**src/rtl/spi_transfer_scheduler_pkg.sv**
```systemverilog
// Shared SPI definitions: engine transfer modes, scheduler states and the
// requester indices used by the transfer scheduler.
package spi_transfer_scheduler_pkg;

  // Engine transfer mode encoding, shared with the SPI engine.
  typedef enum logic [1:0] {
    MODE_WRITE     = 2'd0,
    MODE_READ      = 2'd1,
    MODE_EXCHANGE  = 2'd2,
    MODE_WAIT_READ = 2'd3
  } transfer_mode_t;

  typedef enum logic [2:0] {
    ST_IDLE  = 3'd0,
    ST_SETUP = 3'd1,
    ST_START = 3'd2,
    ST_WAIT  = 3'd3,
    ST_HOLD  = 3'd4,
    ST_GAP   = 3'd5
  } sched_state_t;

  localparam int REQ_BUS    = 0;
  localparam int REQ_LOADER = 1;

  // One-hot grant vector for a requester index.
  function automatic logic [1:0] req_onehot(input logic idx);
    logic [1:0] oh;
    oh = '0;
    oh[idx ? REQ_LOADER : REQ_BUS] = 1'b1;
    return oh;
  endfunction

endpackage

```
**src/rtl/spi_transfer_scheduler.sv**
```systemverilog
// Shares one SPI transfer engine between the bus register interface
// (requester 0) and the boot/flash loader (requester 1).
//
// Ports:
//   FastClk, Reset        engine clock, async active-high reset
//   Req[1:0], Lock[1:0]   per-requester request level / keep-CS-and-ownership
//   ReqLen0/1, ReqMode0/1 per-requester transfer length and mode
//   Grant[1:0]            one-hot current owner (0 when free)
//   Done[1:0], Err        completion pulse to owner, Err marks a timeout
//   EngLen, EngMode       transfer parameters presented to the engine
//   EngCs                 chip-select, active low
//   EngStart, EngAbort    one-cycle engine start / abort pulses
//   EngDone               one-cycle completion pulse from the engine
module spi_transfer_scheduler
  import spi_transfer_scheduler_pkg::*;
#(
  parameter int LEN_W     = 9,
  parameter int CS_GAP    = 2,
  parameter int TIMEOUT_W = 16
) (
  input  logic             FastClk,
  input  logic             Reset,
  input  logic [1:0]       Req,
  input  logic [1:0]       Lock,
  input  logic [LEN_W-1:0] ReqLen0,
  input  logic [LEN_W-1:0] ReqLen1,
  input  logic [1:0]       ReqMode0,
  input  logic [1:0]       ReqMode1,
  output logic [1:0]       Grant,
  output logic [1:0]       Done,
  output logic             Err,
  output logic [LEN_W-1:0] EngLen,
  output logic [1:0]       EngMode,
  output logic             EngCs,
  output logic             EngStart,
  output logic             EngAbort,
  input  logic             EngDone
);

  localparam int GAP_W = (CS_GAP > 1) ? $clog2(CS_GAP) : 1;
  localparam logic [GAP_W-1:0] GAP_LAST = GAP_W'(CS_GAP - 1);
  // Abort is decided on the edge where the count steps to all-ones, so the
  // abort pulse and the all-ones count appear in the same cycle,
  // 2^TIMEOUT_W-1 cycles after EngStart.
  localparam logic [TIMEOUT_W-1:0] TMO_LAST = {{(TIMEOUT_W-1){1'b1}}, 1'b0};

  sched_state_t         state, state_nxt;
  logic                 owner, owner_nxt;
  logic                 last, last_nxt;
  logic                 pick;
  logic                 own_req, own_lock;
  logic [1:0]           grant_q, grant_nxt;
  logic [1:0]           done_q, done_nxt;
  logic                 err_q, err_nxt;
  logic                 start_q, start_nxt;
  logic                 abort_q, abort_nxt;
  logic                 cs_q, cs_nxt;
  logic [LEN_W-1:0]     len_q, len_nxt;
  transfer_mode_t       mode_q, mode_nxt;
  logic [TIMEOUT_W-1:0] tmo_q, tmo_nxt;
  logic [GAP_W-1:0]     gap_q, gap_nxt;

  assign own_req  = Req[owner];
  assign own_lock = Lock[owner];

  // Round-robin: on a tie the requester that did not win last time goes;
  // a lone request wins outright (Req[1] set alone selects requester 1).
  assign pick = (Req == 2'b11) ? ~last : Req[REQ_LOADER];

  always_comb begin
    state_nxt = state;
    owner_nxt = owner;
    last_nxt  = last;
    grant_nxt = grant_q;
    done_nxt  = '0;
    err_nxt   = 1'b0;
    start_nxt = 1'b0;
    abort_nxt = 1'b0;
    cs_nxt    = cs_q;
    len_nxt   = len_q;
    mode_nxt  = mode_q;
    tmo_nxt   = tmo_q;
    gap_nxt   = gap_q;

    unique case (state)
      ST_IDLE: begin
        if (|Req) begin
          owner_nxt = pick;
          last_nxt  = pick;
          grant_nxt = req_onehot(pick);
          state_nxt = ST_SETUP;
        end
      end
      ST_SETUP: begin
        len_nxt   = owner ? ReqLen1 : ReqLen0;
        mode_nxt  = transfer_mode_t'(owner ? ReqMode1 : ReqMode0);
        cs_nxt    = 1'b0;
        state_nxt = ST_START;
      end
      ST_START: begin
        start_nxt = 1'b1;
        tmo_nxt   = '0;
        state_nxt = ST_WAIT;
      end
      ST_WAIT: begin
        tmo_nxt = tmo_q + 1'b1;
        // A completion on the timeout edge still counts as a normal finish.
        if (EngDone) begin
          done_nxt = req_onehot(owner);
          if (!own_lock) begin
            cs_nxt    = 1'b1;
            gap_nxt   = '0;
            state_nxt = ST_GAP;
          end else if (own_req) begin
            state_nxt = ST_SETUP;
          end else begin
            state_nxt = ST_HOLD;
          end
        end else if (tmo_q == TMO_LAST) begin
          abort_nxt = 1'b1;
          done_nxt  = req_onehot(owner);
          err_nxt   = 1'b1;
          cs_nxt    = 1'b1;
          gap_nxt   = '0;
          state_nxt = ST_GAP;
        end
      end
      ST_HOLD: begin
        // Dropping Lock releases the bus even if a new request is pending.
        if (!own_lock) begin
          cs_nxt    = 1'b1;
          gap_nxt   = '0;
          state_nxt = ST_GAP;
        end else if (own_req) begin
          state_nxt = ST_SETUP;
        end
      end
      ST_GAP: begin
        grant_nxt = '0;
        cs_nxt    = 1'b1;
        if (gap_q == GAP_LAST) state_nxt = ST_IDLE;
        else                   gap_nxt   = gap_q + 1'b1;
      end
      default: begin
        grant_nxt = '0;
        cs_nxt    = 1'b1;
        state_nxt = ST_IDLE;
      end
    endcase
  end

  always_ff @(posedge FastClk or posedge Reset) begin
    if (Reset) begin
      state   <= ST_IDLE;
      owner   <= 1'b0;
      last    <= 1'b1;
      grant_q <= '0;
      done_q  <= '0;
      err_q   <= 1'b0;
      start_q <= 1'b0;
      abort_q <= 1'b0;
      cs_q    <= 1'b1;
      len_q   <= '0;
      mode_q  <= MODE_WRITE;
      tmo_q   <= '0;
      gap_q   <= '0;
    end else begin
      state   <= state_nxt;
      owner   <= owner_nxt;
      last    <= last_nxt;
      grant_q <= grant_nxt;
      done_q  <= done_nxt;
      err_q   <= err_nxt;
      start_q <= start_nxt;
      abort_q <= abort_nxt;
      cs_q    <= cs_nxt;
      len_q   <= len_nxt;
      mode_q  <= mode_nxt;
      tmo_q   <= tmo_nxt;
      gap_q   <= gap_nxt;
    end
  end

  assign Grant    = grant_q;
  assign Done     = done_q;
  assign Err      = err_q;
  assign EngLen   = len_q;
  assign EngMode  = mode_q;
  assign EngCs    = cs_q;
  assign EngStart = start_q;
  assign EngAbort = abort_q;

endmodule

```
**config.mk**
```make
export PLATFORM = sky130hd
export DESIGN_NAME = spi_transfer_scheduler
export DESIGN_NICKNAME = d
export VERILOG_FILES = /design/src/rtl/spi_transfer_scheduler_pkg.sv /design/src/rtl/spi_transfer_scheduler.sv
export SDC_FILE = /design/constraint.sdc
export NUM_CORES = 1
export LEC_CHECK = 0
export BUFFER_PORTS_ARGS = -buffer_cell sky130_fd_sc_hd__buf_2
export CORE_MARGIN = 8
export CORE_UTILIZATION = 35
export DETAILED_ROUTE_END_ITERATION = 10
export MAX_ROUTING_LAYER = met4
export SLEW_MARGIN = 30
export SYNTH_ARGS = -nofsm -noshare
export SYNTH_HDL_FRONTEND = slang
export SYNTH_SLANG_ARGS = --single-unit
```
**constraint.sdc**
```tcl
create_clock -name FastClk -period 1.6 [get_ports FastClk]
set_clock_uncertainty 0.1 [all_clocks]
set_input_delay 0.16 -clock FastClk [delete_from_list [all_inputs] [get_ports FastClk]]
set_output_delay 0.16 -clock FastClk [all_outputs]
set_load 0.005 [all_outputs]
```
==> key figures <==
Final layout
  • Register area: 1010 sq um
  • Filler cell count in the final layout: 537
  • Post-route cell area: 2750 sq um
  • Area occupied by multi-input gates: 1050 sq um
  • Share of layout cells above drive strength 1: 38.5%
  • Antenna diodes: 0
  • Nets: 316
  • P&R area growth vs syn: 35.1%
  • Fin util: between 40% and 50%

GRT
  • Aggregate global routing overflow: 0
  • First-pass GRT wire length: 8420 um
  • Pin count of the biggest net entering global routing: 32
  • Vias in the first global route: 1854
  • All-Layer GR Usage: about an eighth
  • Initial antenna violation count: 0

Synthesis
  • Post-Synth XOR/XNOR Area: 5.16%
  • Post-synth EDFFs: 0
  • Mapped Avg Cell Area: around 9.7 sq um
  • Synth Area in Simple Gates: 21.7%
  • Synth unique cells: 46
  • Yosys top cell area share: 46.7%
  • Cells after Synth: 211
  • Dominant cell type by area after synthesis: dfrtp_1
  • Post-synthesis net count: 242
  • FF+latch count, synth: 40
  • Synthesized area: between 2000 and 2500 sq um
  • Portion of netlist area occupied by mux cells: roughly 6%
  • Cell with the most instances after synthesis: dfrtp_1
  • Largest family of logic cells by synthesized area: simple AND/OR/NAND/NOR gates
  • Seq/Total Area, Yosys: 49.3%
  • Adder-Cell Fraction of Synth Area: ~1.2%
  • Asr flop ratio synth: 100%
  • Top post-synthesis cells by count: 38 x dfrtp_1, 33 x nor2_1, 22 x nand2_1
  • Area fraction in compound gates after synthesis: between 10% and 20%
  • Yosys warns: 0
  • Dominant synthesized flop cell: dfrtp_1
  • Largest cells by area after synthesis: dfrtp_1 47%, nor2_1 6.1%, mux2i_1 5.9%

STA
  • Final min period: between 1500 and 2000 ps
  • Worst setup margin: -2.94 ps
  • Worst hold slack: roughly 62 ps
  • Fmax: slightly above 600 MHz
  • Final number of hold-violating endpoints: 0
  • Slew Viols, Final: 0
  • RSZ-0062 raised after global routing: yes
  • Final setup TNS: -2.94 ps
  • Final Cycle Share: 100%
  • Worst-margin pin slew: between 400 and 500 ps
  • Setup violations, final: 1
  • Slew margin rel.: 69.3%

Power and ir drop
  • Internal: 0.00275 W
  • Power Total: 0.00440 W
  • Seq pwr share: between 30% and 40%
  • Pleak: 1.28 nW
  • Switching portion of total power: 37.4%
  • Peak supply drop: 0.631 mV
  • Comb pwr share: 45.1%
  • Power Density: 1600 nW/um^2
  • Sw power: 0.00164 W
  • Clock Power Share: around a fifth

Worst setup path
  • Worst Path Max Fanout: 7
  • Number of cells on the worst reg-to-reg path: 5
  • Slowest CP cell: dfrtp_2
  • Worst Setup Start Kind: flip-flop
  • Kind of critical path: reg -> reg
  • Worst EP required: 1720 ps
  • Worst path cell trace: or4_4 -> a21oi_4 -> a31oi_4 -> o31ai_2 -> mux2i_1
  • CP Capture Type: flip-flop
  • Max stage delay on crit path: 460 ps
  • Reg2reg setup slack: -3 ps
  • Critical path arrival: 1720 ps

Placement
  • Area after DPL: 2500 sq um
  • IO buf count: 47
  • Routability cong.: 0.845
  • Detailed Place HPWL: roughly 3600 um

Clock network
  • Sink Count: 40
  • CTS tree: done
  • Clk root buf: clkbuf_8
  • Clock buffer count from CTS: 5
  • Clock Pin Slew Worst Setup and Hold Paths: 80 ps
  • Clock latency on the worst-skew pair: 290 ps
  • Longest Clk Path Bufs: 2
  • CTS H-tree lvls: 2

Detailed routing
  • DR pass1 iterations: 4
  • DRT iter0 DRCs: 52
  • Routed Antenna Nets: 0
  • Routed wire length: 4990 um
  • Vias: 1751
  • Via density per instance: 4.89
  • WL per Instance: 13.9 um
  • Drt drc: 0

Run
  • MaxCap Viol Count: 0

Status
  • Outcome: finished, violations left
  • Failing checks: setup timing

Floorplanning
  • Die X: 92.3 um
  • Ports: 48
  • Core Region: 5570 sq um
  • Initial core utilization: 36.5%
  • Total die area: 8520 sq um
  • Row cnt: 27
  • Die Y: about 90 um

Worst hold path
  • Hold depth: 3
  • Hold crit path type: in -> reg
## routing by layer
| metal | track usage [%] | part of all wire (%) | vias to the layer above | wire, um |
|---|---|---|---|---|
| met1 | 15.0 | 46 | 823 | 2300 |
| met4 | 5.10 | 1.2 | 0 | 61 |
| li1 | - | - | 880 | - |
| met2 | 19.2 | 49 | 42 | 2460 |
| met3 | 2.99 | 3.4 | 6 | 171 |
| met5 | - | 0 | - | 0 |
## timing repair
item / CTS / global route
setup endpoints to repair: 5 / 16
gates resized for setup: 5 / 19
pin swaps: 3 / 11
hold endpoints to repair: 8 / 0
gates cloned: 0 / 0
hold buffers: 1 / 0
buffers inserted: 2 / 3
## cell type report
type | count | area share, %
inverters | 4 | 0.545
clock buffers | 5 | 2.50
multi-input cells | 157 | 38.1
clock inverters | 3 | 1.55
well taps | 72 | 3.27
flip-flops and latches | 40 | 36.6
repair buffers | 77 | 17.4
## worst paths after layout
kind | startpoint | end
setup / recovery | state[2] | state[2]
hold / removal | ReqLen0[8] | EngLen[8]
setup reg to reg | state[2] | state[2]
hold reg to reg | tmo_q[3] | tmo_q[3]
max in group asynchronous | Reset | EngCs
min in group asynchronous | Reset | EngMode[1]
## metrics by stage
step                worst slack [ps]  cells
finish                         -2.94    358
global placement               -3.97    344
detailed placement             -38.4    344
global route                   -68.2    358
CTS                             8.99    355
floorplan                      -10.2    211
## sequential cells by signal, summed over array words and instances (netlist names), 2 cells and up
signal / count
EngMode: 2
Done: 2
tmo_q: 16
EngLen: 9
state: 3
Grant: 2
## power by group through the flow
| stage | clock network [W] | logic, W | registers [W] |
|---|---|---|---|
| floorplan | 0 | 0.00115 | 0.00155 |
| global placement | 0 | 0.00181 | 0.00156 |
| detailed placement | 0 | 0.00184 | 0.00157 |
| CTS | 0.000864 | 0.00189 | 0.00155 |
| global route | 0.000899 | 0.00221 | 0.00161 |
| finish | 0.000843 | 0.00198 | 0.00157 |
## layout by cell type, fill, tap and decap left out, types with 5 or more instances in the layout
cell | synthesis | layout
a21oi_1 | 19 | 18
a31oi_1 | 6 | 5
mux2i_1 | 12 | 12
dfrtp_1 | 38 | 35
nor2_1 | 33 | 32
buf_4 | 1 | 27
xor2_1 | 10 | 10
nand3_1 | 7 | 6
buf_2 | 2 | 47
clkbuf_8 | 0 | 5
nand2_1 | 22 | 21
## cell families (layout without fill, tap and decap cells)
group,after synthesis,count (layout)
simple gates,88,88
mux,12,12
fa+ha+maj,2,2
flops,40,40
xor+xnor,12,12
buf+inv,14,89
compound gates,43,43
## critical path, delay by kind of cell, from the launching register on
kind            cells  cell delay (ps)
mux                 1              210
flops               1              460
compound gates      3              320
simple gates        1              440
Power figures use the tool's default switching activity.
